<file path="config.mk">
export PLATFORM = sky130hd
export DESIGN_NAME = kernel_fetch
export DESIGN_NICKNAME = d
export VERILOG_FILES = /design/src/rtl/kernel_fetch_pkg.sv /design/src/rtl/kfetch_fifo.sv /design/src/rtl/kernel_fetch.sv
export SDC_FILE = /design/constraint.sdc
export NUM_CORES = 1
export LEC_CHECK = 0
export CELL_PAD_IN_SITES_DETAIL_PLACEMENT = 0
export CELL_PAD_IN_SITES_GLOBAL_PLACEMENT = 1
export CORE_MARGIN = 5
export CORE_UTILIZATION = 50
export CTS_CLUSTER_SIZE = 20
export DETAILED_ROUTE_END_ITERATION = 10
export DONT_BUFFER_PORTS = 1
export GPL_TIMING_DRIVEN = 0
export HOLD_SLACK_MARGIN = 0.1
export MAX_ROUTING_LAYER = met4
export PLACE_DENSITY_LB_ADDON = 0.3
export REMOVE_ABC_BUFFERS = 1
export SLEW_MARGIN = 30
export SYNTH_ARGS = -nofsm -noshare
export SYNTH_HDL_FRONTEND = slang
export SYNTH_SLANG_ARGS = --single-unit
</file>
<file path="constraint.sdc">
create_clock -name clk -period 5.78 [get_ports clk]
set_clock_uncertainty 0.1 [all_clocks]
set_input_delay 1.445 -clock clk [delete_from_list [all_inputs] [get_ports clk]]
set_output_delay 1.445 -clock clk [all_outputs]
set_load 0.01 [all_outputs]
</file>
<file path="src/rtl/kernel_fetch_pkg.sv">
// Shared kernel-SRAM constants and the fetch FSM state type.
package kernel_fetch_pkg;
  localparam int KF_WORD_AMOUNT  = 1152;
  localparam int KF_BIT_PER_WORD = 73;

  typedef enum logic [1:0] {
    ST_IDLE  = 2'd0,
    ST_FETCH = 2'd1,
    ST_DRAIN = 2'd2
  } kf_state_e;
endpackage

</file>
<file path="src/rtl/kfetch_fifo.sv">
// 2-entry FIFO holding SRAM words (plus their last flag) until the consumer takes them.
module kfetch_fifo #(
  parameter int W = 74
) (
  input  logic         clk,
  input  logic         rst_n,
  input  logic         push,
  input  logic [W-1:0] wdata,
  input  logic         pop,
  output logic [W-1:0] rdata,
  output logic         valid,
  output logic [1:0]   count
);
  logic [1:0][W-1:0] mem_q, mem_d;
  logic              wr_q, wr_d;
  logic              rd_q, rd_d;
  logic [1:0]        cnt_q, cnt_d;

  // The producer never pushes into a full FIFO; overflow is prevented upstream.
  always_comb begin
    mem_d = mem_q;
    wr_d  = wr_q;
    rd_d  = rd_q;
    if (push) begin
      mem_d[wr_q] = wdata;
      wr_d        = ~wr_q;
    end
    if (pop) rd_d = ~rd_q;
    cnt_d = cnt_q + {1'b0, push} - {1'b0, pop};
  end

  always_ff @(posedge clk or negedge rst_n) begin
    if (!rst_n) begin
      mem_q <= '0;
      wr_q  <= 1'b0;
      rd_q  <= 1'b0;
      cnt_q <= 2'd0;
    end else begin
      mem_q <= mem_d;
      wr_q  <= wr_d;
      rd_q  <= rd_d;
      cnt_q <= cnt_d;
    end
  end

  assign rdata = mem_q[rd_q];
  assign valid = (cnt_q != 2'd0);
  assign count = cnt_q;
endmodule

</file>
<file path="src/rtl/kernel_fetch.sv">
// Streams a block of kernel SRAM words (1-cycle read latency) to a valid/ready port.
// Optional KFETCH_REPEAT_EN replays the block repeat_cnt+1 times.
module kernel_fetch
  import kernel_fetch_pkg::*;
#(
  parameter int WORD_AMOUNT  = KF_WORD_AMOUNT,
  parameter int BIT_PER_WORD = KF_BIT_PER_WORD,
  parameter int AW           = $clog2(WORD_AMOUNT)
) (
  input  logic                    clk,
  input  logic                    rst_n,
  input  logic                    start,
  input  logic [AW-1:0]           base_addr,
  input  logic [AW:0]             length,
`ifdef KFETCH_REPEAT_EN
  input  logic [7:0]              repeat_cnt,
`endif
  output logic                    busy,
  output logic                    done,
  output logic                    sram_we,
  output logic [AW-1:0]           sram_addr,
  output logic                    sram_final,
  input  logic [BIT_PER_WORD-1:0] sram_rdata,
  output logic [BIT_PER_WORD-1:0] out_data,
  output logic                    out_valid,
  input  logic                    out_ready,
  output logic                    out_last
);
  localparam logic [AW-1:0] LAST_ADDR = AW'(WORD_AMOUNT - 1);

  kf_state_e     state_q, state_d;
  logic [AW-1:0] addr_q, addr_d;
  logic [AW:0]   remain_q, remain_d;
  logic          infl_q, infl_d;
  logic          infl_last_q, infl_last_d;
  logic          done_q, done_d;
`ifdef KFETCH_REPEAT_EN
  logic [AW-1:0] base_q, base_d;
  logic [AW:0]   len_q, len_d;
  logic [7:0]    pass_q, pass_d;
`endif

  logic       final_pass, last_issue, can_issue, issue, pop, head_last;
  logic [1:0] fifo_cnt;
  logic [2:0] occ;

`ifdef KFETCH_REPEAT_EN
  assign final_pass = (pass_q == 8'd0);
`else
  assign final_pass = 1'b1;
`endif

  assign pop        = out_valid & out_ready;
  assign last_issue = (remain_q == (AW+1)'(1));
  // Words already buffered or still returning from SRAM, minus the one leaving now.
  assign occ        = 3'(fifo_cnt) + 3'(infl_q) - 3'(pop);
  assign can_issue  = (occ < 3'd2);

  always_comb begin
    state_d     = state_q;
    addr_d      = addr_q;
    remain_d    = remain_q;
    done_d      = 1'b0;
    issue       = 1'b0;
    sram_final  = 1'b0;
`ifdef KFETCH_REPEAT_EN
    base_d      = base_q;
    len_d       = len_q;
    pass_d      = pass_q;
`endif
    case (state_q)
      ST_IDLE: begin
        if (start) begin
          addr_d   = base_addr;
          remain_d = length;
`ifdef KFETCH_REPEAT_EN
          base_d   = base_addr;
          len_d    = length;
          pass_d   = repeat_cnt;
`endif
          if (length == '0) done_d = 1'b1;
          else              state_d = ST_FETCH;
        end
      end
      ST_FETCH: begin
        if (can_issue) begin
          issue      = 1'b1;
          sram_final = last_issue & final_pass;
          addr_d     = (addr_q == LAST_ADDR) ? '0 : addr_q + 1'b1;
          remain_d   = remain_q - 1'b1;
          if (last_issue) begin
            if (final_pass) begin
              state_d = ST_DRAIN;
            end else begin
`ifdef KFETCH_REPEAT_EN
              addr_d   = base_q;
              remain_d = len_q;
              pass_d   = pass_q - 8'd1;
`endif
            end
          end
        end
      end
      ST_DRAIN: begin
        if (pop && out_last) begin
          state_d = ST_IDLE;
          done_d  = 1'b1;
        end
      end
      default: state_d = ST_IDLE;
    endcase
    infl_d      = issue;
    infl_last_d = sram_final;
  end

  // Clearing the in-flight flag on reset drops any word still coming back from SRAM.
  always_ff @(posedge clk or negedge rst_n) begin
    if (!rst_n) begin
      state_q     <= ST_IDLE;
      addr_q      <= '0;
      remain_q    <= '0;
      infl_q      <= 1'b0;
      infl_last_q <= 1'b0;
      done_q      <= 1'b0;
`ifdef KFETCH_REPEAT_EN
      base_q      <= '0;
      len_q       <= '0;
      pass_q      <= '0;
`endif
    end else begin
      state_q     <= state_d;
      addr_q      <= addr_d;
      remain_q    <= remain_d;
      infl_q      <= infl_d;
      infl_last_q <= infl_last_d;
      done_q      <= done_d;
`ifdef KFETCH_REPEAT_EN
      base_q      <= base_d;
      len_q       <= len_d;
      pass_q      <= pass_d;
`endif
    end
  end

  kfetch_fifo #(.W(BIT_PER_WORD + 1)) u_fifo (
    .clk   (clk),
    .rst_n (rst_n),
    .push  (infl_q),
    .wdata ({infl_last_q, sram_rdata}),
    .pop   (pop),
    .rdata ({head_last, out_data}),
    .valid (out_valid),
    .count (fifo_cnt)
  );

  assign out_last  = out_valid & head_last;
  assign busy      = (state_q != ST_IDLE) | done_q;
  assign done      = done_q;
  assign sram_we   = 1'b0;
  assign sram_addr = addr_q;
endmodule
</file>
; ---- Word-level counts from Yosys, hierarchy flattened
; Cells that the tools add are included.
[op_classes]
n_addsub = 6
magnitude_cmp = 4
n_eq_ne = 9
mux = 26
n_bitwise = 5
reduce_logical = 9
[ops]
columns = operator, n
row1 = 2-to-1 mux 74 bit, 3
row2 = bitwise mux 148 bit, 1
row3 = demux 74 bit (select 1 bit), 1
row4 = 2-to-1 mux 11 bit, 3
row5 = 2-to-1 mux 12 bit, 2
row6 = case mux 12 bit (2 select lines), 1
row7 = case mux 11 bit (2 select lines), 1
row8 = equality test 12 x 1 -> 1 bit (second input constant), 1
row9 = zero test 12 bit, 1
row10 = subtractor 12 x 1 -> 12 bit (second input constant), 1
row11 = adder 11 x 1 -> 11 bit (second input constant), 1
row12 = equality test 11 bit (second input constant), 1
row13 = 2-to-1 mux 2 bit, 5
row14 = != test 2 bit (second input constant), 5
row15 = 2-to-1 mux 1 bit, 7
row16 = case mux 2 bit (3 select lines), 1
row17 = nonzero test 2 bit, 3
row18 = AND reduction 5 bit, 1
row19 = < comparator 1 x 2 -> 1 bit (second input constant), 2
row20 = adder 2 x 1 -> 3 bit, 1
row21 = < comparator 3 x 2 -> 1 bit (second input constant), 1
row22 = AND reduction 3 bit, 1
row23 = subtractor 3 x 1 -> 3 bit, 1
row24 = adder 2 x 1 -> 2 bit, 1
row25 = other kinds (10), 13
[totals]
register_bits = 180
output_inout_bits = 90
elab_cells = 70

; ---- Depth between registers and ports, before layout
[logic_depth]
depth_word = 6
mapped_depth = 10

; ---- Modules after synthesis
; From an unflattened synthesis, not the netlist that was laid out.
[unflattened]
cells_unflattened = 617
area_unflattened_um2 = 8354.3
[by_module_without_submodules]
columns = mod, n_inst, cells_each, area_each_um2, seq_area_each_um2
row1 = kfetch_fifo, 1, 409, 6585.1, 3803.6
row2 = kernel_fetch, 1, 208, 1769.2, 700.7

; ---- Worst setup path after synthesis
; No wires, ideal clock.
[synth_timing]
kind = in2out
from = input out_ready
to = output sram_final
arrival_ns = 2.948
required_ns = 4.235
path_slack_ns = 1.287
stages = 8
path_buffers = 0
path_cell_list = nand3_1 o21ai_0 ha_1 fa_1 xnor2_1 nor2_1 nand2_1 nor3_1
[synth_between]
elab_chain_cells = 5
[synth_rtl]
columns = item, line_no
row1 = "start, declared", kernel_fetch.sv:26  ; input logic out_ready,
row2 = bitwise AND 1 bit, kernel_fetch.sv:53  ; assign pop = out_valid & out_ready;
row3 = subtractor 3 x 1 -> 3 bit, kernel_fetch.sv:56  ; assign occ = 3'(fifo_cnt) + 3'(infl_q) - 3'(pop);
row4 = < comparator 3 x 2 -> 1 bit, kernel_fetch.sv:57  ; assign can_issue = (occ < 3'd2);
row5 = 2-to-1 mux 1 bit, kernel_fetch.sv:86  ; if (can_issue) begin
row6 = 2-to-1 mux 1 bit, kernel_fetch.sv:71  ; case (state_q)
row7 = "end, declared", kernel_fetch.sv:22  ; output logic sram_final,
; No other way between the ends.

; ---- Final worst setup path
; Same ends and word-level chain as after synthesis.

==> flow_metrics.env <==
export IMPL_crit_arrival_ns=3.37
export IMPL_drive_gt1_frac=0.4417
export IMPL_vias=4921
export IMPL_port_buffers=0
export IMPL_wl_per_cell_um=20.63
export IMPL_pre_cts_ws_ns=0.8755
export IMPL_totalWireLength_um=17290
export IMPL_antenna_found_initial=0
export IMPL_slew_violations=0
export IMPL_clock_sinks=180
export IMPL_synth_distinct_cells=53
export IMPL_switching_power_mw=2.025
export IMPL_met3_length_um=1306
export IMPL_grt_pass1_wl_um=28100
export IMPL_fill_cells=1389
export IMPL_max_freq_mhz=203.3
export IMPL_cts_repair_resized=0
export IMPL_ys_warnings_count=0
export IMPL_cp_end_kind="output port"
export IMPL_synth_most_common_cell="mux2_2"
export IMPL_io_pins=190
export IMPL_min_period_ns=4.919
export IMPL_post_dp_hpwl_um=12040
export IMPL_core_area_um2=16350
export IMPL_setup_violations=0
export IMPL_power_internal_mw=3.749
export IMPL_dr_pass1_iters=4
export IMPL_htreeDepth=4
export IMPL_yosysSeqAreaShare=0.5474
export IMPL_fin_crit_sh=0.8510
export IMPL_p_seq_frac=0.405
export IMPL_grt_pass1_vias=5256
export IMPL_async_reset_ff_frac=1.000
export IMPL_hold_buffers=0
export IMPL_cts_buffer_depth=2
export IMPL_post_cts_buffers=0
export IMPL_clock_latency_ns=0.42
export IMPL_ant_nets=0
export IMPL_power_density_nw_per_um2=630.3
export IMPL_fin_ws_ns=0.8615
export IMPL_combPwrFrac=0.398
export IMPL_cts_root_buf="clkbuf_16"
export IMPL_crit_start="out_ready"
export IMPL_worst_setup_path_start_kind="input pin"
export IMPL_met2_length_um=8388
export IMPL_die_h_um=138.3
export IMPL_grt_max_degree=181
export IMPL_rsz0062_at_grt="false"
export IMPL_syn_to_final_growth_pct=11.33
export IMPL_run_status="finished clean"
export IMPL_synthTopCellsByCount="221 x mux2_2, 180 x dfrtp_1, 29 x a21oi_1"
export IMPL_hold_violations=0
export IMPL_synth_top_cell_area_share=0.5474
export IMPL_synth_edff_count=0
export IMPL_grt_overflow_total=0
export IMPL_avgSynthCellArea_um2=13.34
export IMPL_fin_nets=711
export IMPL_swShare=0.3507
export IMPL_crit_fanout=5
export IMPL_tightest_slew_ns=0.6991
export IMPL_path_clk_slew_ns=0.06
export IMPL_slew_headroom=0.5330
export IMPL_routed_top_layer="met4"
export IMPL_die_w_um=138.3
export IMPL_drcViolationCount=0
export IMPL_leakage_nw=3.799
export IMPL_dieArea_um2=19120
export IMPL_timing_critical_path_required_ns=4.24
export IMPL_diodes=0
export IMPL_synthCells=617
export IMPL_place_congestion=0.8569
export IMPL_drv_cap=0
export IMPL_peakVddDrop_mv=0.2866
export IMPL_min_path_type="reg -> reg"
export IMPL_synthTopCellsByArea="dfrtp_1 55%, mux2_2 30%, a21oi_1 1.8%, clkbuf_1 1.2%, o21ai_0 1.2%"
export IMPL_cts_buffers=17
export IMPL_synth_flop_cell="dfrtp_1"
export IMPL_cts_tree="done"
export IMPL_num_rows=47
export IMPL_r2r_start="u_fifo.count[0]"
export IMPL_track_usage=0.1877
export IMPL_vias_per_cell=5.872
export IMPL_drt_iter0_markers=170
export IMPL_worstSetupPathType="in -> out"
export IMPL_clkPwrFrac=0.197
export IMPL_whs_ns=0.4020
export IMPL_start_util=0.5034
export IMPL_synth_area_leader_cell="dfrtp_1"
export IMPL_wl_met1_um=7245
export IMPL_worstHoldStart="u_fifo.mem_q[74]"
export IMPL_ys_ff_latch=180
export IMPL_syn_area_um2=8229
power by group through the flow:
stage | combinational (mW) | clock (mW) | sequential, mW
2_1_floorplan | 1.82 | 0 | 2.24
3_3_place_gp | 2.17 | 0 | 2.35
3_5_place_dp | 2.32 | 0 | 2.36
4_1_cts | 2.33 | 1.17 | 2.34
5_1_grt | 2.49 | 1.23 | 2.43
6_report | 2.30 | 1.14 | 2.34
layer usage:
metal / vias to the layer above / global-route usage
met1: 2489 / 0.2238
met3: 31 / 0.07079
li1: 2233 / -
met2: 168 / 0.2952
met5: - / -
met4: 0 / 0.06344
cell type report:
type | instances | area, um^2 | share of cell area
clock buffers | 18 | 429.2 | 0.04685
inverters | 7 | 26.28 | 0.002868
flip-flops and latches | 180 | 4508 | 0.4921
repair buffers | 8 | 187.7 | 0.02049
multi-input cells | 392 | 3581 | 0.3909
clock inverters | 13 | 153.9 | 0.01680
well taps | 220 | 275.3 | 0.03005
state kept, by name (all words and copies together) (netlist names):
| name | count |
|---|---|
| infl_last_q | 1 |
| done | 1 |
| remain_q | 12 |
| u_fifo.mem_q | 148 |
| state_q | 2 |
| u_fifo.count | 2 |
| u_fifo.wr_q | 1 |
| sram_addr | 11 |
| u_fifo.rd_q | 1 |
| infl_q | 1 |
cells by family (layout without fill, tap and decap cells):
family,Yosys count,in the layout,synth area share
other,1,1,0.0004557
flip-flops,180,180,0.5474
adder cells (fa/ha/maj),5,5,0.008515
AO/OA/AOI/OAI,84,84,0.06462
buffers and inverters,45,46,0.02220
multiplexers,223,223,0.3049
XOR/XNOR,3,3,0.003194
AND/OR/NAND/NOR,76,76,0.04881
worst max-delay path, cell delays in order:
cell and delay, ns:
nand3_1 0.12, o21ai_0 0.12, ha_1 0.22, fa_1 0.40, xnor2_1 0.21, nor2_1 0.22, nand2_1 0.11, nor3_1 0.54
worst paths after layout:
kind | end | slack (ns) | depth (start not counted)
min in group asynchronous | u_fifo.mem_q[87] | 0.61 | 0
max in group asynchronous | sram_addr[4] | 4.62 | 0
min | u_fifo.mem_q[74] | 0.40 | 1
max | sram_final | 0.86 | 8
min reg2reg | u_fifo.mem_q[74] | 0.40 | 1
max reg2reg | sram_addr[3] | 2.95 | 10
through the flow:
| stage | area (um^2) | util | std cells | total power, mW | setup TNS [ns] |
|---|---|---|---|---|---|
| finish | 9161 | 0.5604 | 838 | 5.774 | 0 |
| global route | 9161 | 0.5604 | 838 | 6.137 | 0 |
| CTS | 9161 | 0.5604 | 838 | 5.843 | 0 |
| detailed placement | 8578 | 0.5247 | 807 | 4.676 | 0 |
| global placement | 8348 | 0.5106 | 799 | 4.523 | -51.51 |
| floorplan | 8073 | - | 579 | 4.069 | 0 |
placed cells by master (no fill, tap or decap), types with 3 or more instances in the layout:
cell | netlist | final
mux2_2 | 221 | 221
dfrtp_1 | 180 | 179
a21oi_1 | 29 | 29
o21ai_0 | 20 | 20
nor2_1 | 17 | 17
nand2_1 | 18 | 17
clkbuf_16 | 0 | 17
inv_1 | 7 | 7
nand3_1 | 7 | 7
buf_16 | 0 | 6
nor4_1 | 5 | 5
nor3_1 | 4 | 4
a22oi_1 | 4 | 4
o22ai_1 | 4 | 4
ha_1 | 4 | 4
and4_1 | 3 | 3
nand4_1 | 3 | 3
or4_1 | 3 | 3
a41o_1 | 3 | 3
o2bb2ai_1 | 3 | 3
clkinv_2 | 0 | 3
inv_6 | 0 | 3
Note: power is estimated with default switching activity, not from simulation.
